File: src/rtl/cpu_types_pkg.sv
// Shared CPU datapath types: word width and the MEM-stage controller state encoding.
package cpu_types_pkg;

    localparam int WORD_W = 32;

    typedef logic [WORD_W-1:0] word_t;

    typedef enum logic [1:0] {
        IDLE = 2'd0,
        REQ  = 2'd1,
        DONE = 2'd2
    } mem_state_t;

endpackage

File: src/rtl/ll_link_reg.sv
// LL/SC link register: tracks the linked word, applies snoop/SC/store invalidation
// and answers whether an SC presented in the MEM stage would fail.
module ll_link_reg
    import cpu_types_pkg::*;
#(
    parameter int WORD_W = cpu_types_pkg::WORD_W
) (
    input  logic              CLK,
    input  logic              nRST,
    input  logic              ll_done,
    input  logic              sc_done,
    input  logic              st_done,
    input  logic [WORD_W-1:0] done_addr,
    input  logic              snoop_valid,
    input  logic [WORD_W-1:0] snoop_addr,
    input  logic              sc_chk,
    input  logic [WORD_W-1:0] chk_addr,
    output logic              sc_fail,
    output logic              link_valid,
    output logic              link_addr_unused_lsb,
    output logic [WORD_W-1:0] link_addr
);

    logic              valid_reg, valid_next;
    logic [WORD_W-1:0] addr_reg, addr_next;
    logic              snoop_hits_link;
    logic              snoop_hits_new;
    logic              store_hits_link;

    // All address compares are word-granular; byte offset bits are ignored.
    assign snoop_hits_link = snoop_valid && (snoop_addr[WORD_W-1:2] == addr_reg[WORD_W-1:2]);
    assign snoop_hits_new  = snoop_valid && (snoop_addr[WORD_W-1:2] == done_addr[WORD_W-1:2]);
    assign store_hits_link = st_done && (done_addr[WORD_W-1:2] == addr_reg[WORD_W-1:2]);

    always_comb begin
        valid_next = valid_reg;
        addr_next  = addr_reg;
        if (ll_done) begin
            // A snoop to the word being linked in the same cycle wins over the LL.
            addr_next  = done_addr;
            valid_next = !snoop_hits_new;
        end else if (snoop_hits_link || sc_done || store_hits_link) begin
            valid_next = 1'b0;
        end
    end

    always_ff @(posedge CLK or negedge nRST) begin
        if (!nRST) begin
            valid_reg <= 1'b0;
            addr_reg  <= '0;
        end else begin
            valid_reg <= valid_next;
            addr_reg  <= addr_next;
        end
    end

    assign sc_fail    = sc_chk && !(valid_reg && (addr_reg[WORD_W-1:2] == chk_addr[WORD_W-1:2]));
    assign link_valid = valid_reg;
    assign link_addr  = addr_reg;
    assign link_addr_unused_lsb = ^addr_reg[1:0];

endmodule

File: src/rtl/mem_stage_ctrl.sv
// MEM-stage memory access controller: issues/holds dcache requests, stalls the
// front end while an access is outstanding and registers the load/SC result.
module mem_stage_ctrl
    import cpu_types_pkg::*;
#(
    parameter int WORD_W = cpu_types_pkg::WORD_W
) (
    input  logic              CLK,
    input  logic              nRST,
    input  logic              valid_i,
    input  logic              memREN_i,
    input  logic              memWEN_i,
    input  logic              ll_i,
    input  logic              sc_i,
    input  logic [WORD_W-1:0] addr_i,
    input  logic [WORD_W-1:0] store_i,
    input  logic              hold_i,
    input  logic              dhit,
    input  logic [WORD_W-1:0] dload,
    input  logic              snoop_valid_i,
    input  logic [WORD_W-1:0] snoop_addr_i,
    output logic              dREN_o,
    output logic              dWEN_o,
    output logic [WORD_W-1:0] daddr_o,
    output logic [WORD_W-1:0] dstore_o,
    output logic              stall_o,
    output logic              done_o,
    output logic [WORD_W-1:0] dmemload_o,
    output logic              link_valid_o,
    output logic [WORD_W-1:0] link_addr_o
);

    mem_state_t        state_reg, state_next;
    logic [WORD_W-1:0] addr_reg, store_reg, result_reg;
    logic              ren_reg, wen_reg, ll_reg, sc_reg;
    logic              memop, sc_fail, capture, fail_now, hit_now;
    logic              ll_done, sc_done, st_done;
    logic              link_lsb_parity;

    assign memop    = valid_i && (memREN_i || memWEN_i);
    assign capture  = (state_reg == IDLE) && memop && !sc_fail;
    assign fail_now = (state_reg == IDLE) && memop && sc_fail;
    assign hit_now  = (state_reg == REQ) && dhit;

    assign ll_done = hit_now && ll_reg;
    assign sc_done = hit_now && sc_reg;
    assign st_done = hit_now && wen_reg && !sc_reg;

    always_comb begin
        state_next = state_reg;
        stall_o    = 1'b0;
        done_o     = 1'b0;
        dREN_o     = 1'b0;
        dWEN_o     = 1'b0;
        unique case (state_reg)
            IDLE: begin
                stall_o = memop;
                if (memop) state_next = sc_fail ? DONE : REQ;
            end
            REQ: begin
                stall_o = 1'b1;
                dREN_o  = ren_reg;
                dWEN_o  = wen_reg;
                if (dhit) state_next = DONE;
            end
            DONE: begin
                done_o  = 1'b1;
                stall_o = hold_i;
                if (!hold_i) state_next = IDLE;
            end
            default: state_next = IDLE;
        endcase
    end

    always_ff @(posedge CLK or negedge nRST) begin
        if (!nRST) begin
            state_reg <= IDLE;
        end else begin
            state_reg <= state_next;
        end
    end

    always_ff @(posedge CLK or negedge nRST) begin
        if (!nRST) begin
            addr_reg  <= '0;
            store_reg <= '0;
            ren_reg   <= 1'b0;
            wen_reg   <= 1'b0;
            ll_reg    <= 1'b0;
            sc_reg    <= 1'b0;
        end else if (capture) begin
            addr_reg  <= addr_i;
            store_reg <= store_i;
            ren_reg   <= memREN_i;
            wen_reg   <= memWEN_i;
            ll_reg    <= ll_i;
            sc_reg    <= sc_i;
        end
    end

    // Plain stores leave the previous result untouched.
    always_ff @(posedge CLK or negedge nRST) begin
        if (!nRST) begin
            result_reg <= '0;
        end else if (fail_now) begin
            result_reg <= '0;
        end else if (hit_now && sc_reg) begin
            result_reg <= {{(WORD_W-1){1'b0}}, 1'b1};
        end else if (hit_now && ren_reg) begin
            result_reg <= dload;
        end
    end

    ll_link_reg #(.WORD_W(WORD_W)) u_link (
        .CLK                  (CLK),
        .nRST                 (nRST),
        .ll_done              (ll_done),
        .sc_done              (sc_done),
        .st_done              (st_done),
        .done_addr            (addr_reg),
        .snoop_valid          (snoop_valid_i),
        .snoop_addr           (snoop_addr_i),
        .sc_chk               (valid_i && sc_i),
        .chk_addr             (addr_i),
        .sc_fail              (sc_fail),
        .link_valid           (link_valid_o),
        .link_addr_unused_lsb (link_lsb_parity),
        .link_addr            (link_addr_o)
    );

    assign daddr_o    = addr_reg;
    assign dstore_o   = store_reg;
    assign dmemload_o = result_reg;

endmodule

File: config.mk
export PLATFORM = sky130hd
export DESIGN_NAME = mem_stage_ctrl
export DESIGN_NICKNAME = d
export VERILOG_FILES = /design/src/rtl/cpu_types_pkg.sv /design/src/rtl/ll_link_reg.sv /design/src/rtl/mem_stage_ctrl.sv
export SDC_FILE = /design/constraint.sdc
export NUM_CORES = 1
export LEC_CHECK = 0
export BUFFER_PORTS_ARGS = -buffer_cell sky130_fd_sc_hd__buf_2
export CAP_MARGIN = 20
export CORE_ASPECT_RATIO = 1.5
export CORE_MARGIN = 4
export CORE_UTILIZATION = 50
export DETAILED_ROUTE_END_ITERATION = 6
export MAX_ROUTING_LAYER = met4
export PLACE_DENSITY = 0.93
export SLEW_MARGIN = 40
export SYNTH_ARGS = -nofsm -noshare
export SYNTH_HDL_FRONTEND = slang
export SYNTH_SLANG_ARGS = --single-unit
File: constraint.sdc
create_clock -name CLK -period 6.5 [get_ports CLK]
set_input_delay 1.3 -clock CLK [delete_from_list [all_inputs] [get_ports CLK]]
set_output_delay 1.3 -clock CLK [all_outputs]
set_load 0.1 [all_outputs]
* Yosys cells after proc, flatten, opt, wreduce, memory -nomap -nowiden *
Index checks and enable logic that the tools add are counted.

operators by class
  equal/unequal tests = 9
  multiplexer cells = 14
  multiply operators = 0
  magnitude comparators = 0
  add/subtract/negate cells = 0
  shift-type cells = 0
  div/mod/pow operators = 0
  reduce and logical (&&, ||, !) cells = 27
  bitwise gates (word level) = 0

operator list
  operator              number
  $eq A30 B30 Y1        4
  $mux W32              3
  $logic_and A1 B1 Y1   16
  $mux W2               4
  $ne A2 B2 Y1 const B  3
  $pmux W2 S3           1
  $mux W1               5
  $logic_not A1 Y1      4
  $logic_or A1 B1 Y1    3
  $pmux W1 S3           1
  $reduce_and A3 Y1     1
  $reduce_bool A3 Y1    1
  $eq A2 B1 Y1 const B  1
  $eq A2 B2 Y1 const B  1
  $logic_not A2 Y1      1
  $reduce_bool A2 Y1    1

word-level totals
  flip-flop bits (word level) = 135
  memories kept = 0
  RAM bits = 0
  memory bits (read-only) = 0
  latch bits = 0

* Longest topological paths before layout *
Gate-level depths: netlist of run 1.

  word-level depth = 8
  depth in mapped cells = 8
  mapped depth without buffers = 6

* Hierarchy *
From an unflattened synthesis of run 1, not the netlist that was laid out.

second synthesis, totals
  cells, all modules = 539
  area, all modules = 6,535.0 um2

by module, submodules not included
  module          cells each  area each (um2)  seq. area each (um2)  times used
  mem_stage_ctrl  305         3,992.6          2,552.4               1
  ll_link_reg     234         2,542.4          825.8                 1

* Worst setup path before layout of run 1 *
Ideal clock, no wire load.

  kind = input port to flip-flop
  start point = in addr_i[4]
  end point = reg addr_reg[2] (netlist: daddr_o[2])
  cell stages on the path = 8
  setup slack = 3.175 ns
  arrival = 3.198 ns
  buffers on the path = 2
  library setup time = 0.127 ns
  cells stage by stage = xnor2_1 -> nand4_1 -> or4_4 -> nor4_4 -> o21a_4 -> buf_8 -> buf_12 -> mux2_4

on the way
  longest elaborated chain between the ends = 6

ends and longest elaborated chain
  item                  line                  text
  from (decl)           mem_stage_ctrl.sv:15  input logic [WORD_W-1:0] addr_i,
  $eq A30 B30 Y1        ll_link_reg.sv:57     assign sc_fail = sc_chk && !(valid_reg && (addr_reg[WORD_W-1:2] == chk_addr[WORD_W-1:2]));
  $logic_and A1 B1 Y1   ll_link_reg.sv:57
  $logic_not A1 Y1      ll_link_reg.sv:57
  $logic_and A1 B1 Y1   ll_link_reg.sv:57
  $logic_not A1 Y1      mem_stage_ctrl.sv:41  assign capture = (state_reg == IDLE) && memop && !sc_fail;
  $logic_and A1 B1 Y1   mem_stage_ctrl.sv:41
  to (signal assigned)  mem_stage_ctrl.sv:92  addr_reg <= addr_i;
  to (decl)             mem_stage_ctrl.sv:34  logic [WORD_W-1:0] addr_reg, store_reg, result_reg;

No other way between the ends.
A chain may end at the register's enable or synchronous reset.

* Final worst setup path of run 1 *
  start point = in addr_i[30]
  end point = reg addr_reg[19] (netlist: daddr_o[19])

Same word-level chain as after synthesis.

==> impl_results.md, run 1 <==
- Largest net degree at the start of global routing: 80
- Multi-input logic area: 3118 um^2
- Sequential share of the synthesized area: 0.5091
- Hold wc startpoint: dstore_o[4]
- Cells after Synth: approximately 540
- Row cnt: 51
- Hold worst-path end: dstore_o[4]
- Total track usage: 0.2642
- Count of boundary I/O pins: 271
- R2r startpoint: u_link.link_addr[30]
- DRC viols: 0
- Warnings from Yosys: 0
- Total core area: 13020 um^2
- Die area: roughly 15000 um^2
- Routing usage on met3: 0.04258
- Die width: 102.1 um
- R2R depth: 7
- Flops & latches, synth: roughly 140
- Vias post-DR: 5270
- Met2 Usage GRT: 0.4674
- Critical path arrival: 3940 ps
- Fillers: 1000
- WHS: 501.7 ps
- H-tree depth: 4
- Resized Gates After CTS: 0
- Mean Syn Cell Area: roughly 12 um^2
- Total gr overflow: 0
- Nets@finish: 948
- Routed wire length: around 19000 um
- Max Cap Viol: 0
- Post-DP HPWL: roughly 15000 um
- First-pass GRT wire length: 29520 um
- DRT antenna net count: 0
- Final worst path period need: 3649 ps
- Initial Utilization: 0.5097
- Hold Path Depth: 1
- CP max FO: 35
- Slew margin rel.: 0.4921
- GRT Max-Usage Layer: met2
- Met1 usage: 0.2936
- Setup Crit Path Kind: in2reg
- Root Buffer: clkbuf_16
- Area of the mapped netlist: roughly 6600 um^2
- Hold buffer count at cts: 0
- CP required: 6790 ps
- Routability-driven placement congestion ratio: a little under 0.9
- First-pass detailed-route iteration total: 4
- F_max: 274.0 MHz
- Postcts setup bufs: 0
- # clock sinks: 135
- Status: complete, no violations
- Slew Viols, Final: 0
- Syn Nets: around 680
- Post-DR vias/cell: approximately 5.4
- Crit start category: primary input
- Setup slack, reg-to-reg: ~3400 ps
- Hold WC Path Type: reg2reg
- FF+latch area: 3378 um^2
- PortBufs: 268
- Initial antenna violation count: 2
- Worst setup EP type: flip-flop
- Synth unique cells: 30
- Die Y: 149.1 um
- TritonCTS Buffers: 17
- RSZ-0062 raised after global routing: false
- Layout cells sized above 1: 0.5012
- Slew @ Worst Pin: 758.9 ps
- TritonCTS clock tree: done
- Final period util: 0.5614
- Max Root-Sink Buffers: 2
- Number of global-route vias before repair: 5567
- Synth-to-layout area growth: 31.64%
- Final setup fails: 0
- Setup_tns: 0 ps
- Clock Latency Late Sink: 420 ps
- WL/cell: 19.53 um
- Final hold violation count: 0
- Terminus of the critical flop-to-flop path: daddr_o[19]
- Clk_skew: just over 9 ps
- DR iter-0 viols: 190
- Clk pin slew, worst setup/hold paths: 60 ps
[through the flow]
stage	std cells	instance area (um^2)	worst slack (ps)	util
2_1_floorplan	541	6635	3175	-
3_3_place_gp	948	8071	2076	0.6201
3_5_place_dp	950	8125	2354	0.6242
4_1_cts	981	8725	2778	0.6702
5_1_grt	983	8732	2710	0.6708
6_report	984	8735	2851	0.6710
[metal layers]
metal  vias to the layer above  share of wire
met2                       223           0.54
met5                         -              0
met4                         0          0.030
li1                       2439              -
met1                      2568           0.36
met3                        40          0.061
[synthesized netlist by cell type (all sizes together)]
cell      n  area (um^2)
inv       3        11.26
nor2      2        7.510
dfrtp   135         3378
xor2     45        394.1
a311o     1        10.01
nor3      2        10.01
o21ai     4        20.01
and2      2        12.51
mux2i     1        10.01
buf       7        85.08
or4       3        26.27
a31o      1        8.760
nand3    31        155.2
nand4    24        150.1
nor3b     1        7.510
clkbuf   17        63.81
a21o      1        7.510
mux2     99         1186
a21oi    35        175.2
nor2b     1        6.260
nand2    36        135.1
nor4     14        102.6
xnor2    75        656.9
o21a      1        15.01
[how the worst max path moves through the flow]
stage              endpoint       start  slack [ps]  cells after the start
2_1_floorplan    daddr_o[2]   addr_i[4]        3180                      8
3_3_place_gp    daddr_o[26]  addr_i[30]        2080                      7
3_5_place_dp   dstore_o[29]  addr_i[30]        2350                      8
4_1_cts         daddr_o[19]  addr_i[30]        2780                      8
5_1_grt         daddr_o[19]  addr_i[30]        2710                      8
6_report        daddr_o[19]  addr_i[30]        2850                      8
[cell type report]
| cell class | instances | share of cell area |
|---|---|---|
| Sequential cell | 135 | 0.3868 |
| Multi-Input combinational cell | 379 | 0.3570 |
| Timing Repair Buffer | 274 | 0.1627 |
| Clock buffer | 17 | 0.04870 |
| Tap cell | 159 | 0.02278 |
| Clock inverter | 14 | 0.01991 |
| Inverter | 3 | 0.001289 |
| Antenna cell | 3 | 0.0008595 |
[cells in the final DEF, fill, tap and decap left out, types with 2 or more instances in the layout]
master,instances
clkinv_2,3
nand3_1,31
clkbuf_16,17
diode_2,3
o21ai_0,2
buf_2,267
xor2_1,45
nand2_2,2
nor4_1,13
bufinv_16,3
mux2_2,80
buf_6,2
clkinvlp_4,3
dfrtp_1,135
and2_1,2
inv_6,3
nand2_1,34
nor2_1,2
or4_1,2
xnor2_1,75
mux2_4,19
nand4_1,24
inv_1,3
buf_12,2
buf_4,3
a21oi_1,35
[kinds of logic after synthesis]
logic type | Yosys count | share of synthesized area
AO/OA/AOI/OAI | 43 | 0.03564
XOR/XNOR | 120 | 0.1584
buffers and inverters | 27 | 0.02414
flip-flops | 135 | 0.5091
multiplexers | 100 | 0.1803
AND/OR/NAND/NOR | 116 | 0.09240
[worst max-delay path, cell delays in order]
cell and delay [ps]:
buf_2 110, xnor2_1 280, nand4_1 170, or4_4 580, nor4_4 520, o21a_4 330, buf_12 270, mux2_2 360
Power of run 1 is not shown: default switching activity piles up to over one toggle a cycle in this logic, so the estimate is an artifact.
==> run 2, diff against run 1 <==
- ABC_AREA: unset -> 1
- CORE_UTILIZATION: 50 -> 45
- PLACE_DENSITY: 0.93 -> 0.88
- clock period: 6.5 -> 3 ns (I/O delays scaled with it)
==> run 2 against run 1 <==
Synthesized area up 11%. Non-clock buffer count is 4 higher. Worst hold slack worse by 400 ps. Via count up 43%. First-iteration DRC count increased to 2.9 times the previous value. Critical path type is now reg2reg. Critical endpoint is now dstore_o[6]. Highest routed layer unchanged.
==> impl_results.md, run 2 <==
- Total core area: 16120 um^2
- First-pass GRT wire length: 39690 um
- Postcts setup bufs: 0
- Row cnt: 57
- Commonest cells post-synth: nand2_1 (377), dfrtp_1 (135), inv_1 (127)
- Slew Viols, Final: 0
- Post-DR vias/cell: slightly above 5
- Final Worst Setup Slack: 693.6 ps
- Die width: about 110 um
- Clock Latency Late Sink: 430 ps
- Worst slack, placed: just under 600 ps
- Status: complete, no violations
- Final worst path period need: 2306 ps
- PortBufs: 268
- Slew margin rel.: 0.6166
- Root Buffer: clkbuf_16
- Most common cell after layout, fill and taps aside: nand2_1
- Flops & latches, synth: 135
- Synth area leader: dfrtp_1
- Synth unique cells: 29
- # clock sinks: 135
- Routed wire length: ~26000 um
- Terminus of the critical flop-to-flop path: dstore_o[6]
- DRT antenna net count: 0
- Vias post-DR: 7532
- First-pass detailed-route iteration total: 5
- Total track usage: 0.2860
- Placed Area: 8904 um^2
- TritonCTS Buffers: 17
- Clk_skew: 23.71 ps
- Layout cells sized above 1: 0.2799
- Syn Nets: approximately 1100
- Max Cap Viol: 0
- Setup Crit Path Kind: reg2reg
- Routability-driven placement congestion ratio: 1.068
- Top-count cell post-synth: nand2_1
- Post-synth top area share: 0.4596
- Fillers: 1514
- RSZ-0062 raised after global routing: false
- DR iter-0 viols: ~550
- Initial Utilization: 0.4561
- Final hold violation count: 0
- Ys async rst share: 1.000
- R2r startpoint: u_link.link_addr[21]
- Max Root-Sink Buffers: 2
- Final period util: 0.7688
- Nets@finish: 1398
- Crit start category: flip-flop
- Number of global-route vias before repair: 7482
- Main area contributors after synthesis: dfrtp_1 (46%), nand2_1 (19%), inv_1 (6.5%)
- H-tree depth: 4
- Clk pin slew, worst setup/hold paths: approximately 70 ps
- Cells after Synth: 996
- Number of enable flip-flop cells after synthesis: 0
- Worst setup EP type: flip-flop
- R2R depth: 11
- CP max FO: 53
- Die area: 18490 um^2
- Post-route cell area: 9473 um^2
- Top_reg_cell synth: dfrtp_1
- WL/cell: between 15 and 20 um
- Final setup fails: 0
- Total gr overflow: 0
- Largest net degree at the start of global routing: a little over 60
- Hold buffer count at cts: 0
- Die Y: between 150 and 200 um
- Initial antenna violation count: 2
- Setup slack, reg-to-reg: 690 ps
- Synth-to-layout area growth: 28.87%
- Highest-count cells in the layout ignoring fill and taps: nand2_1 (377), buf_2 (267), dfrtp_1 (135)
- Critical path arrival: 2650 ps
- TritonCTS clock tree: done
- DRC viols: 0
- Setup_tns: 0 ps
- Warnings from Yosys: 0
- CP required: 3350 ps
- Hold WC Path Type: in2async
- Post-DP HPWL: 20040 um
- Resized Gates After CTS: 0
- Slew @ Worst Pin: 575.1 ps
- Sequential share of the synthesized area: 0.4596
- Count of boundary I/O pins: roughly 270
- Mean Syn Cell Area: 7.380 um^2
- Area of the mapped netlist: 7351 um^2
- F_max: roughly 430 MHz
[run 2: changes by cell type in the layout (fill, tap and decap cells not counted), moves of 19 or more]
cell	change
mux2_2	-55
a21oi_1	-34
nand2_1	+343
nand3_1	+53
mux2_4	-19
inv_1	+124
o21ai_0	+35
nor2_1	+60
xnor2_1	-54
xor2_1	-28
[run 2: worst max-delay path: stages (launching register included)]
cell     delay (ps)
dfrtp_1         560
inv_1            70
nand2_1         150
nand4_1         170
nor2_1          120
nand2_1          50
nor2_1          100
nand2_1         120
nand2_2         100
buf_4           450
nand3_1         160
nand2_1         110
[run 2: kinds of logic (layout without fill, tap and decap cells)]
logic type / count (synthesis) / after routing / share of synthesized area
other: 0 / 3 / 0
buffers and inverters: 178 / 454 / 0.09600
flip-flops: 135 / 135 / 0.4596
XOR/XNOR: 38 / 38 / 0.04528
multiplexers: 31 / 31 / 0.04749
AND/OR/NAND/NOR: 563 / 563 / 0.3132
AO/OA/AOI/OAI: 51 / 51 / 0.03847
[run 2: layer usage]
layer / GRT usage / part of all wire / vias up
li1: - / - / 3603
met1: 0.3072 / 0.36 / 3505
met2: 0.4959 / 0.52 / 345
met3: 0.04729 / 0.061 / 79
met4: 0.1700 / 0.058 / 0
met5: - / 0 / -
[run 2: worst max-delay path by stage]
stage / cells past startpoint / slack (ps) / to / from
2_1_floorplan: 3 / 280 / stall_o / state_reg[0]
3_3_place_gp: 11 / 610 / dstore_o[12] / addr_i[26]
3_5_place_dp: 11 / 580 / dstore_o[25] / addr_i[17]
4_1_cts: 11 / 740 / dstore_o[14] / u_link.link_addr[21]
5_1_grt: 11 / 540 / dstore_o[26] / u_link.link_addr[21]
6_report: 11 / 690 / dstore_o[6] / u_link.link_addr[21]
[run 2: stage by stage]
step | cells | util | hold slack (ps)
after floorplan | 996 | - | 304.4
final | 1481 | 0.5877 | 99.39
after global placement | 1447 | 0.5524 | 448.4
after CTS | 1478 | 0.5873 | 97.30
after global routing | 1480 | 0.5876 | 112.3
after detailed placement | 1447 | 0.5524 | 452.9
[run 2: layout make-up]
cell class                 count  area, um^2  share of cell area
tap                          206       257.7             0.02721
multi-input combinational    683        3276              0.3458
inverter                     145       544.3             0.05746
clock inverter                13       122.6             0.01294
antenna                        3       7.507           0.0007925
sequential                   135        3378              0.3566
timing repair buffer         278        1448              0.1528
clock buffer                  18       439.2             0.04636
Power of run 2 is left out for the same reason.
